[src/rtl/modos_multicanal.sv]
// Multichannel need levels: timed decay, hold-to-refill, aggregate status.
// Each channel decays on a timer and refills when its request is held.
module modos_multicanal #(
    parameter int N_CH        = 4,
    parameter int LEVEL_W     = 2,
    parameter int DECAY_TICKS = 1250000000,
    parameter int DECAY_TEST  = 50000000,
    parameter int HOLD_TICKS  = 250000000,
    parameter int CNT_W       = 31,
    parameter int REARM       = 1,
    parameter int IDX_W       = 2
) (
    input  logic                     clk,
    input  logic                     reset,
    input  logic                     test,
    input  logic [N_CH-1:0]          entrada,
    input  logic [N_CH-1:0]          activo,
    output logic [N_CH*LEVEL_W-1:0]  nivel,
    output logic [N_CH-1:0]          senal_hold,
    output logic [LEVEL_W-1:0]       min_nivel,
    output logic [IDX_W-1:0]         min_idx,
    output logic                     critico,
    output logic                     todos_max
);

    typedef enum logic [1:0] {IDLE, HOLD, WAIT_REL} state_t;

    localparam logic [LEVEL_W-1:0] MAX    = '1;
    localparam logic [LEVEL_W-1:0] L_ONE  = LEVEL_W'(1);
    localparam logic [CNT_W-1:0]   C_ONE  = CNT_W'(1);
    localparam logic [CNT_W-1:0]   T_NORM = CNT_W'(DECAY_TICKS - 1);
    localparam logic [CNT_W-1:0]   T_FAST = CNT_W'(DECAY_TEST - 1);
    localparam logic [CNT_W-1:0]   H_LAST = CNT_W'(HOLD_TICKS - 1);

    state_t               st_q   [N_CH];
    state_t               st_d   [N_CH];
    logic [CNT_W-1:0]     dcnt_q [N_CH];
    logic [CNT_W-1:0]     dcnt_d [N_CH];
    logic [CNT_W-1:0]     hcnt_q [N_CH];
    logic [CNT_W-1:0]     hcnt_d [N_CH];
    logic [LEVEL_W-1:0]   lvl_q  [N_CH];
    logic [LEVEL_W-1:0]   lvl_d  [N_CH];
    logic [N_CH-1:0]      hold_d;
    logic [N_CH-1:0]      qual;
    logic [CNT_W-1:0]     term;

    logic [LEVEL_W-1:0]   a_min;
    logic [IDX_W-1:0]     a_idx;
    logic                 a_crit;
    logic                 a_full;

    assign qual = entrada & activo;
    assign term = test ? T_FAST : T_NORM;

    // Per-channel decay timer and refill FSM; a refill step overrides decay.
    always_comb begin
        hold_d = '0;
        for (int i = 0; i < N_CH; i++) begin
            st_d[i]   = st_q[i];
            dcnt_d[i] = dcnt_q[i] + C_ONE;
            hcnt_d[i] = hcnt_q[i];
            lvl_d[i]  = lvl_q[i];
            if (dcnt_q[i] >= term) begin
                dcnt_d[i] = '0;
                if (lvl_q[i] != '0) lvl_d[i] = lvl_q[i] - L_ONE;
            end
            unique case (st_q[i])
                IDLE: begin
                    if (qual[i]) begin
                        st_d[i]   = HOLD;
                        hcnt_d[i] = C_ONE;
                    end else begin
                        hcnt_d[i] = '0;
                    end
                end
                HOLD: begin
                    if (!qual[i]) begin
                        st_d[i]   = IDLE;
                        hcnt_d[i] = '0;
                    end else if (hcnt_q[i] == H_LAST) begin
                        hold_d[i] = 1'b1;
                        lvl_d[i]  = (lvl_q[i] == MAX) ? MAX : lvl_q[i] + L_ONE;
                        dcnt_d[i] = '0;
                        hcnt_d[i] = '0;
                        st_d[i]   = (REARM != 0) ? WAIT_REL : HOLD;
                    end else begin
                        hcnt_d[i] = hcnt_q[i] + C_ONE;
                    end
                end
                WAIT_REL: begin
                    hcnt_d[i] = '0;
                    if (!entrada[i]) st_d[i] = IDLE;
                end
                default: begin
                    st_d[i]   = IDLE;
                    hcnt_d[i] = '0;
                end
            endcase
        end
    end

    // Channel state registers.
    always_ff @(posedge clk or negedge reset) begin
        if (!reset) begin
            for (int i = 0; i < N_CH; i++) begin
                st_q[i]   <= IDLE;
                dcnt_q[i] <= '0;
                hcnt_q[i] <= '0;
                lvl_q[i]  <= MAX;
            end
            senal_hold <= '0;
        end else begin
            for (int i = 0; i < N_CH; i++) begin
                st_q[i]   <= st_d[i];
                dcnt_q[i] <= dcnt_d[i];
                hcnt_q[i] <= hcnt_d[i];
                lvl_q[i]  <= lvl_d[i];
            end
            senal_hold <= hold_d;
        end
    end

    // Linear min scan; strict less-than keeps the lowest index on ties.
    always_comb begin
        a_min  = lvl_q[0];
        a_idx  = '0;
        a_crit = 1'b0;
        a_full = 1'b1;
        for (int i = 0; i < N_CH; i++) begin
            if (lvl_q[i] < a_min) begin
                a_min = lvl_q[i];
                a_idx = IDX_W'(i);
            end
            if (lvl_q[i] == '0) a_crit = 1'b1;
            if (lvl_q[i] != MAX) a_full = 1'b0;
        end
    end

    // Aggregate status registers, one cycle behind the levels.
    always_ff @(posedge clk or negedge reset) begin
        if (!reset) begin
            min_nivel <= MAX;
            min_idx   <= '0;
            critico   <= 1'b0;
            todos_max <= 1'b1;
        end else begin
            min_nivel <= a_min;
            min_idx   <= a_idx;
            critico   <= a_crit;
            todos_max <= a_full;
        end
    end

    // Flatten the level array onto the output bus.
    always_comb begin
        nivel = '0;
        for (int i = 0; i < N_CH; i++) begin
            nivel[i*LEVEL_W +: LEVEL_W] = lvl_q[i];
        end
    end

endmodule

[config.mk]
export PLATFORM = sky130hd
export DESIGN_NAME = modos_multicanal
export DESIGN_NICKNAME = d
export VERILOG_FILES = /design/src/rtl/modos_multicanal.sv
export SDC_FILE = /design/constraint.sdc
export NUM_CORES = 1
export LEC_CHECK = 0
export ABC_AREA = 1
export CAP_MARGIN = 20
export CORE_MARGIN = 4
export CORE_UTILIZATION = 56
export CTS_CLUSTER_DIAMETER = 150
export CTS_CLUSTER_SIZE = 20
export DETAILED_ROUTE_END_ITERATION = 10
export PLACE_DENSITY = 0.73
export SETUP_SLACK_MARGIN = 0.2
export SLEW_MARGIN = 25
export SYNTH_ARGS = -nofsm -noshare
export SYNTH_HDL_FRONTEND = slang
export SYNTH_SLANG_ARGS = --single-unit
[constraint.sdc]
create_clock -name clk -period 3 [get_ports clk]
set_input_delay 0.6 -clock clk [delete_from_list [all_inputs] [get_ports clk]]
set_output_delay 0.6 -clock clk [all_outputs]
set_load 0.1 [all_outputs]
After elaboration in Yosys (flattened, before gate mapping)
Cells that the tools add are included.
- flip-flop bits (word level): 274
- input bits: 11
- output and inout port bits: 18
- word-level logic and storage cells: 196
- $add $sub $neg: 16
- $lt $le $gt $ge: 7
- equality and inequality tests: 32
- muxes and demuxes: 103
- bitwise gates (word level): 1
- reductions and logical operators: 16
- operators with widths (kind ; number):
    two-way mux 31 bit ; 25
    adder 31 x 1 -> 31 bit, second input constant ; 8
    case mux 31 bit (2 select lines) ; 4
    equality test 31 x 28 -> 1 bit, second input constant ; 4
    greater-or-equal comparator 31 bit ; 4
    two-way mux 2 bit ; 45
    two-way mux 1 bit ; 25
    != test 2 bit, second input constant ; 12
    case mux 2 bit (3 select lines) ; 4
    equality test 2 bit, second input constant ; 8
    logical NOT 2 bit ; 8
    != test 3 bit, second input constant ; 4
    AND reduction 3 bit ; 4
    adder 2 x 1 -> 2 bit, second input constant ; 4
    equality test 2 x 1 -> 1 bit, second input constant ; 4
    nonzero test 2 bit ; 4
    subtractor 2 x 1 -> 2 bit, second input constant ; 4
    less-than comparator 2 bit ; 3
    bitwise AND 4 bit ; 1

Logic depth before layout (Yosys ltp)
- word-level depth: 6
- depth in mapped cells: 14
- mapped depth without buffers: 14

Worst setup path before layout
OpenSTA, ideal clock, no wires.
- kind: input port to flip-flop
- start point: input port test
- end point: register dcnt_q[119] (netlist bit)
- arrival: 2.383 ns
- data required time: 2.928 ns
- slack: 0.545 ns
- cell stages on the path: 11
- path buffers: 1
- cell sequence: inv_1 -> ha_1 -> a21o_1 -> nor2_1 -> nand2_1 -> a21oi_2 -> nand3_2 -> inv_2 -> nand2_4 -> buf_6 -> nor2_1
- RTL lines (element ; RTL line ; text):
    start, declared ; 15 ; input logic test,
    end signal, assigned by index ; 115 ; dcnt_q[i] <= dcnt_d[i];
    end, declared ; 37 ; logic [CNT_W-1:0] dcnt_q [N_CH];

==> impl_table.tex <==
\begin{tabular}{lr}
\hline
Metric & Value \\
\hline
\multicolumn{2}{l}{\textbf{Status}} \\
\quad Outcome & finished clean \\
\multicolumn{2}{l}{\textbf{Die}} \\
\quad Initial cell density of the core & 0.568 \\
\quad Area of the core region & 29700 um2 \\
\quad Die Width & 182 um \\
\quad Total number of placement rows & 63 \\
\quad Die Ht & 182 um \\
\quad Floorplan die area & 33000 um2 \\
\quad Number of placed I/O pins & 29 \\
\multicolumn{2}{l}{\textbf{Drt}} \\
\quad DRC violations left & 0 \\
\quad Wire length on met1 & 19100 um \\
\quad Wire length after detailed routing & 40000 um \\
\quad Routed len/inst & 14.7 um \\
\quad Sum of met2 wire segment lengths after detailed routing & 18200 um \\
\quad Routed length on met3 & 2010 um \\
\quad DR pass1 iterations & 5 \\
\quad Top layer in use & met4 \\
\quad Residual antenna-violating net count after detailed routing & 0 \\
\quad Number of vias after detailed routing & 15000 \\
\quad Number of vias per cell after detailed routing & 5.52 \\
\quad Initial detailed-routing violation count & 1245 \\
\multicolumn{2}{l}{\textbf{Worst setup path}} \\
\quad Worst reg2reg startpoint & hcnt\_q[93] \\
\quad Setup crit start kind & input port \\
\quad Crit path kind & in2reg \\
\quad Req. time, crit path & 3420 ps \\
\quad Reg-to-Reg End & dcnt\_q[123] \\
\quad R2R cell count & 10 \\
\quad Dominant cell type by count on the critical path & sky130\_fd\_sc\_hd\_\_nand2\_1 \\
\quad R2r setup slk & 780 ps \\
\quad Delay of the slowest critical-path stage & 500 ps \\
\quad Element type at the critical path end & register \\
\quad Largest fanout on the critical path & 28 \\
\quad Arrival time reported for the critical path endpoint & 2930 ps \\
\quad Ordered cell list for the critical path & clkdlybuf4s50\_1 > buf\_4 > ha\_1 > nand2\_1 > nand2\_1 > nand2\_1 > nand2\_1 > nand2\_1 > nand2\_1 > a21oi\_2 > nand3\_2 > inv\_2 > nand2\_4 > nor3\_1 \\
\quad Worst path slowest cell & sky130\_fd\_sc\_hd\_\_clkdlybuf4s50\_1 \\
\multicolumn{2}{l}{\textbf{Logic synthesis}} \\
\quad Post-synth top flop & sky130\_fd\_sc\_hd\_\_dfrtp\_1 \\
\quad Syn Nets & 2328 \\
\quad Count of distinct cell types in the synthesized netlist & 52 \\
\quad FF+latch count, synth & 274 \\
\quad Number of flops mapped to enable cells by yosys & 0 \\
\quad Portion of the post-synthesis area used by sequential elements & 0.407 \\
\quad Per-instance average area after synthesis & 7.48 um2 \\
\quad Post-synth design cell area & 16900 um2 \\
\quad Synthesized instance count & 2259 \\
\quad Async set-reset flop share out of synthesis & 1.00 \\
\quad Warning count from the yosys run & 0 \\
\multicolumn{2}{l}{\textbf{Finish}} \\
\quad Area of the multi-input gates & 8740 um2 \\
\quad Filler-free cell count of the finished design & 2711 \\
\quad Number of antenna diodes & 0 \\
\quad Net count of the finished layout & 2379 \\
\quad Total area of sequential cells & 6870 um2 \\
\quad Area Overhead vs Synth & 8.07\% \\
\quad Most frequent cells in the layout & sky130\_fd\_sc\_hd\_\_nand2\_1 (436), sky130\_fd\_sc\_hd\_\_nor2\_1 (409), sky130\_fd\_sc\_hd\_\_inv\_1 (285) \\
\quad Filler Cells Inserted & 2641 \\
\quad Most common cell after layout, fill and taps aside & sky130\_fd\_sc\_hd\_\_nand2\_1 \\
\quad Ratio of cells with drive above 1 in the final layout & 0.0732 \\
\multicolumn{2}{l}{\textbf{GRT}} \\
\quad All-layer global routing usage & 0.243 \\
\quad Maximum number of pins on one net before global-route repair & 88 \\
\quad Global-route wire length before repair & 68900 um \\
\quad Total congestion overflow after global routing & 0 \\
\quad Number of antenna violations at the first check in global routing & 0 \\
\quad Via count of the first global-routing pass & 14200 \\
\multicolumn{2}{l}{\textbf{Clocking}} \\
\quad Cells resized by post-CTS repair & 0 \\
\quad CTS H-Tree Depth & 1 \\
\quad Number of buffers inserted for hold repair after clock tree synthesis & 0 \\
\quad Clock root cell & sky130\_fd\_sc\_hd\_\_clkbuf\_16 \\
\quad Clock sink total & 274 \\
\quad Clock latency of the later-clocked register in the worst-skew pair & 520 ps \\
\quad Number of CTS-inserted buffers & 17 \\
\quad Post-CTS setup buffer count & 0 \\
\quad Clock-pin slew on the worst setup and hold paths & 90 ps \\
\quad Number of buffers between clock root and the deepest sink & 3 \\
\quad CTS tree & built \\
\multicolumn{2}{l}{\textbf{STA}} \\
\quad Relative slew slack & 0.500 \\
\quad Final WS setup & 487 ps \\
\quad Final Setup Violations & 0 \\
\quad Post-route clock period utilization & 0.838 \\
\quad Minimum clock period & 2510 ps \\
\quad Slew at the pin closest to its max-slew limit & 749 ps \\
\quad Clock Skews & 35.0 ps \\
\quad Maximum clock frequency & 398 MHz \\
\quad Unrepaired setup endpoints after global routing & false \\
\quad Final hold violation count & 0 \\
\quad Count of pins over their slew limit & 0 \\
\multicolumn{2}{l}{\textbf{Power and ir drop}} \\
\quad Post-route total power & 7320 uW \\
\quad Peak ir drop on the vdd network & 0.000276 V \\
\quad Total power divided by cell area & 401 nW/um2 \\
\quad Leakage power & 0.00799 uW \\
\multicolumn{2}{l}{\textbf{Placement}} \\
\quad Dpl hpwl & 30300 um \\
\quad Number of port buffers & 28 \\
\quad Gp weighted congestion & 0.933 \\
\quad Instance count after placement with tap cells included & 2681 \\
\quad Minimum setup slack after placement & -13.0 ps \\
\multicolumn{2}{l}{\textbf{Hold path}} \\
\quad Min-Delay Path Class & in2async \\
\multicolumn{2}{l}{\textbf{Job}} \\
\quad Number of maximum-capacitance violations & 0 \\
\hline
\end{tabular}
==> metal layers <==
| metal | vias up | global-route usage |
|---|---|---|
| met1 | 7045 | 0.363 |
| met4 | 0 | 0.0459 |
| li1 | 7443 | - |
| met3 | 64 | 0.0286 |
| met5 | - | 0 |
| met2 | 403 | 0.388 |
==> cell families after synthesis <==
| logic type | count (synthesis) | synth area share |
|---|---|---|
| AO/OA/AOI/OAI | 149 | 0.0505 |
| XOR/XNOR | 117 | 0.0607 |
| adder cells (fa/ha/maj) | 58 | 0.0430 |
| buffers and inverters | 323 | 0.0761 |
| flip-flops | 274 | 0.407 |
| AND/OR/NAND/NOR | 1338 | 0.363 |
==> cells in the mapped netlist (14+ instances only) <==
| cell | number | area share |
|---|---|---|
| sky130_fd_sc_hd__a21oi_1 | 66 | 0.020 |
| sky130_fd_sc_hd__dfrtp_1 | 263 | 0.39 |
| sky130_fd_sc_hd__ha_1 | 58 | 0.043 |
| sky130_fd_sc_hd__inv_1 | 285 | 0.063 |
| sky130_fd_sc_hd__nand2_1 | 436 | 0.097 |
| sky130_fd_sc_hd__nand3_1 | 144 | 0.043 |
| sky130_fd_sc_hd__nand4_1 | 86 | 0.032 |
| sky130_fd_sc_hd__nor2_1 | 409 | 0.091 |
| sky130_fd_sc_hd__nor2_2 | 22 | 0.0081 |
| sky130_fd_sc_hd__nor3_1 | 133 | 0.039 |
| sky130_fd_sc_hd__nor3_2 | 14 | 0.0083 |
| sky130_fd_sc_hd__nor4_1 | 28 | 0.010 |
| sky130_fd_sc_hd__o21ai_0 | 45 | 0.013 |
| sky130_fd_sc_hd__xnor2_1 | 24 | 0.012 |
| sky130_fd_sc_hd__xor2_1 | 93 | 0.048 |
==> registers in the layout (all words and copies together) (netlist names) <==
signal	count
todos_max	1
st_q	8
min_nivel	2
nivel	8
dcnt_q	124
hcnt_q	124
senal_hold	4
min_idx	2
critico	1
==> where the power goes <==
part	internal (uW)	switching, uW	leakage, uW	total (uW)
logic	343	552	0.00403	895
clock network	1080	1260	0.000231	2340
registers	3880	206	0.00373	4090
==> worst max path at each step <==
| stage | start | to | slack [ps] | cells past startpoint |
|---|---|---|---|---|
| after floorplan | test | dcnt_q[119] | 540 | 11 |
| after global placement | test | dcnt_q[33] | 110 | 13 |
| after detailed placement | test | dcnt_q[98] | -10 | 14 |
| after CTS | test | dcnt_q[98] | 510 | 14 |
| after global routing | test | dcnt_q[66] | 320 | 13 |
| final | test | dcnt_q[98] | 490 | 14 |
==> per-stage QoR <==
step	utilization	hold WS [ps]	TNS [ps]	area, um2
final	0.614	93.4	0	18300
after global routing	0.614	140	0	18300
after CTS	0.614	132	0	18300
after detailed placement	0.598	443	-14.4	17800
after global placement	0.598	446	0	17800
after floorplan	-	304	0	16900
==> worst max-delay path, delay by kind of cell <==
family,cells,cell delay [ps]
AOI/OAI and AO/OA,1,180
adders and majority gates,1,320
buffers and inverters,3,910
and+or+nand+nor,9,880
==> cell type report <==
type / instances / area share
clock inverter: 2 / 0.000960
tap: 390 / 0.0267
timing repair buffer: 57 / 0.0306
inverter: 298 / 0.0613
sequential: 274 / 0.376
multi-input combinational: 1662 / 0.479
clock buffer: 28 / 0.0256
Power figures use the tool's default switching activity.
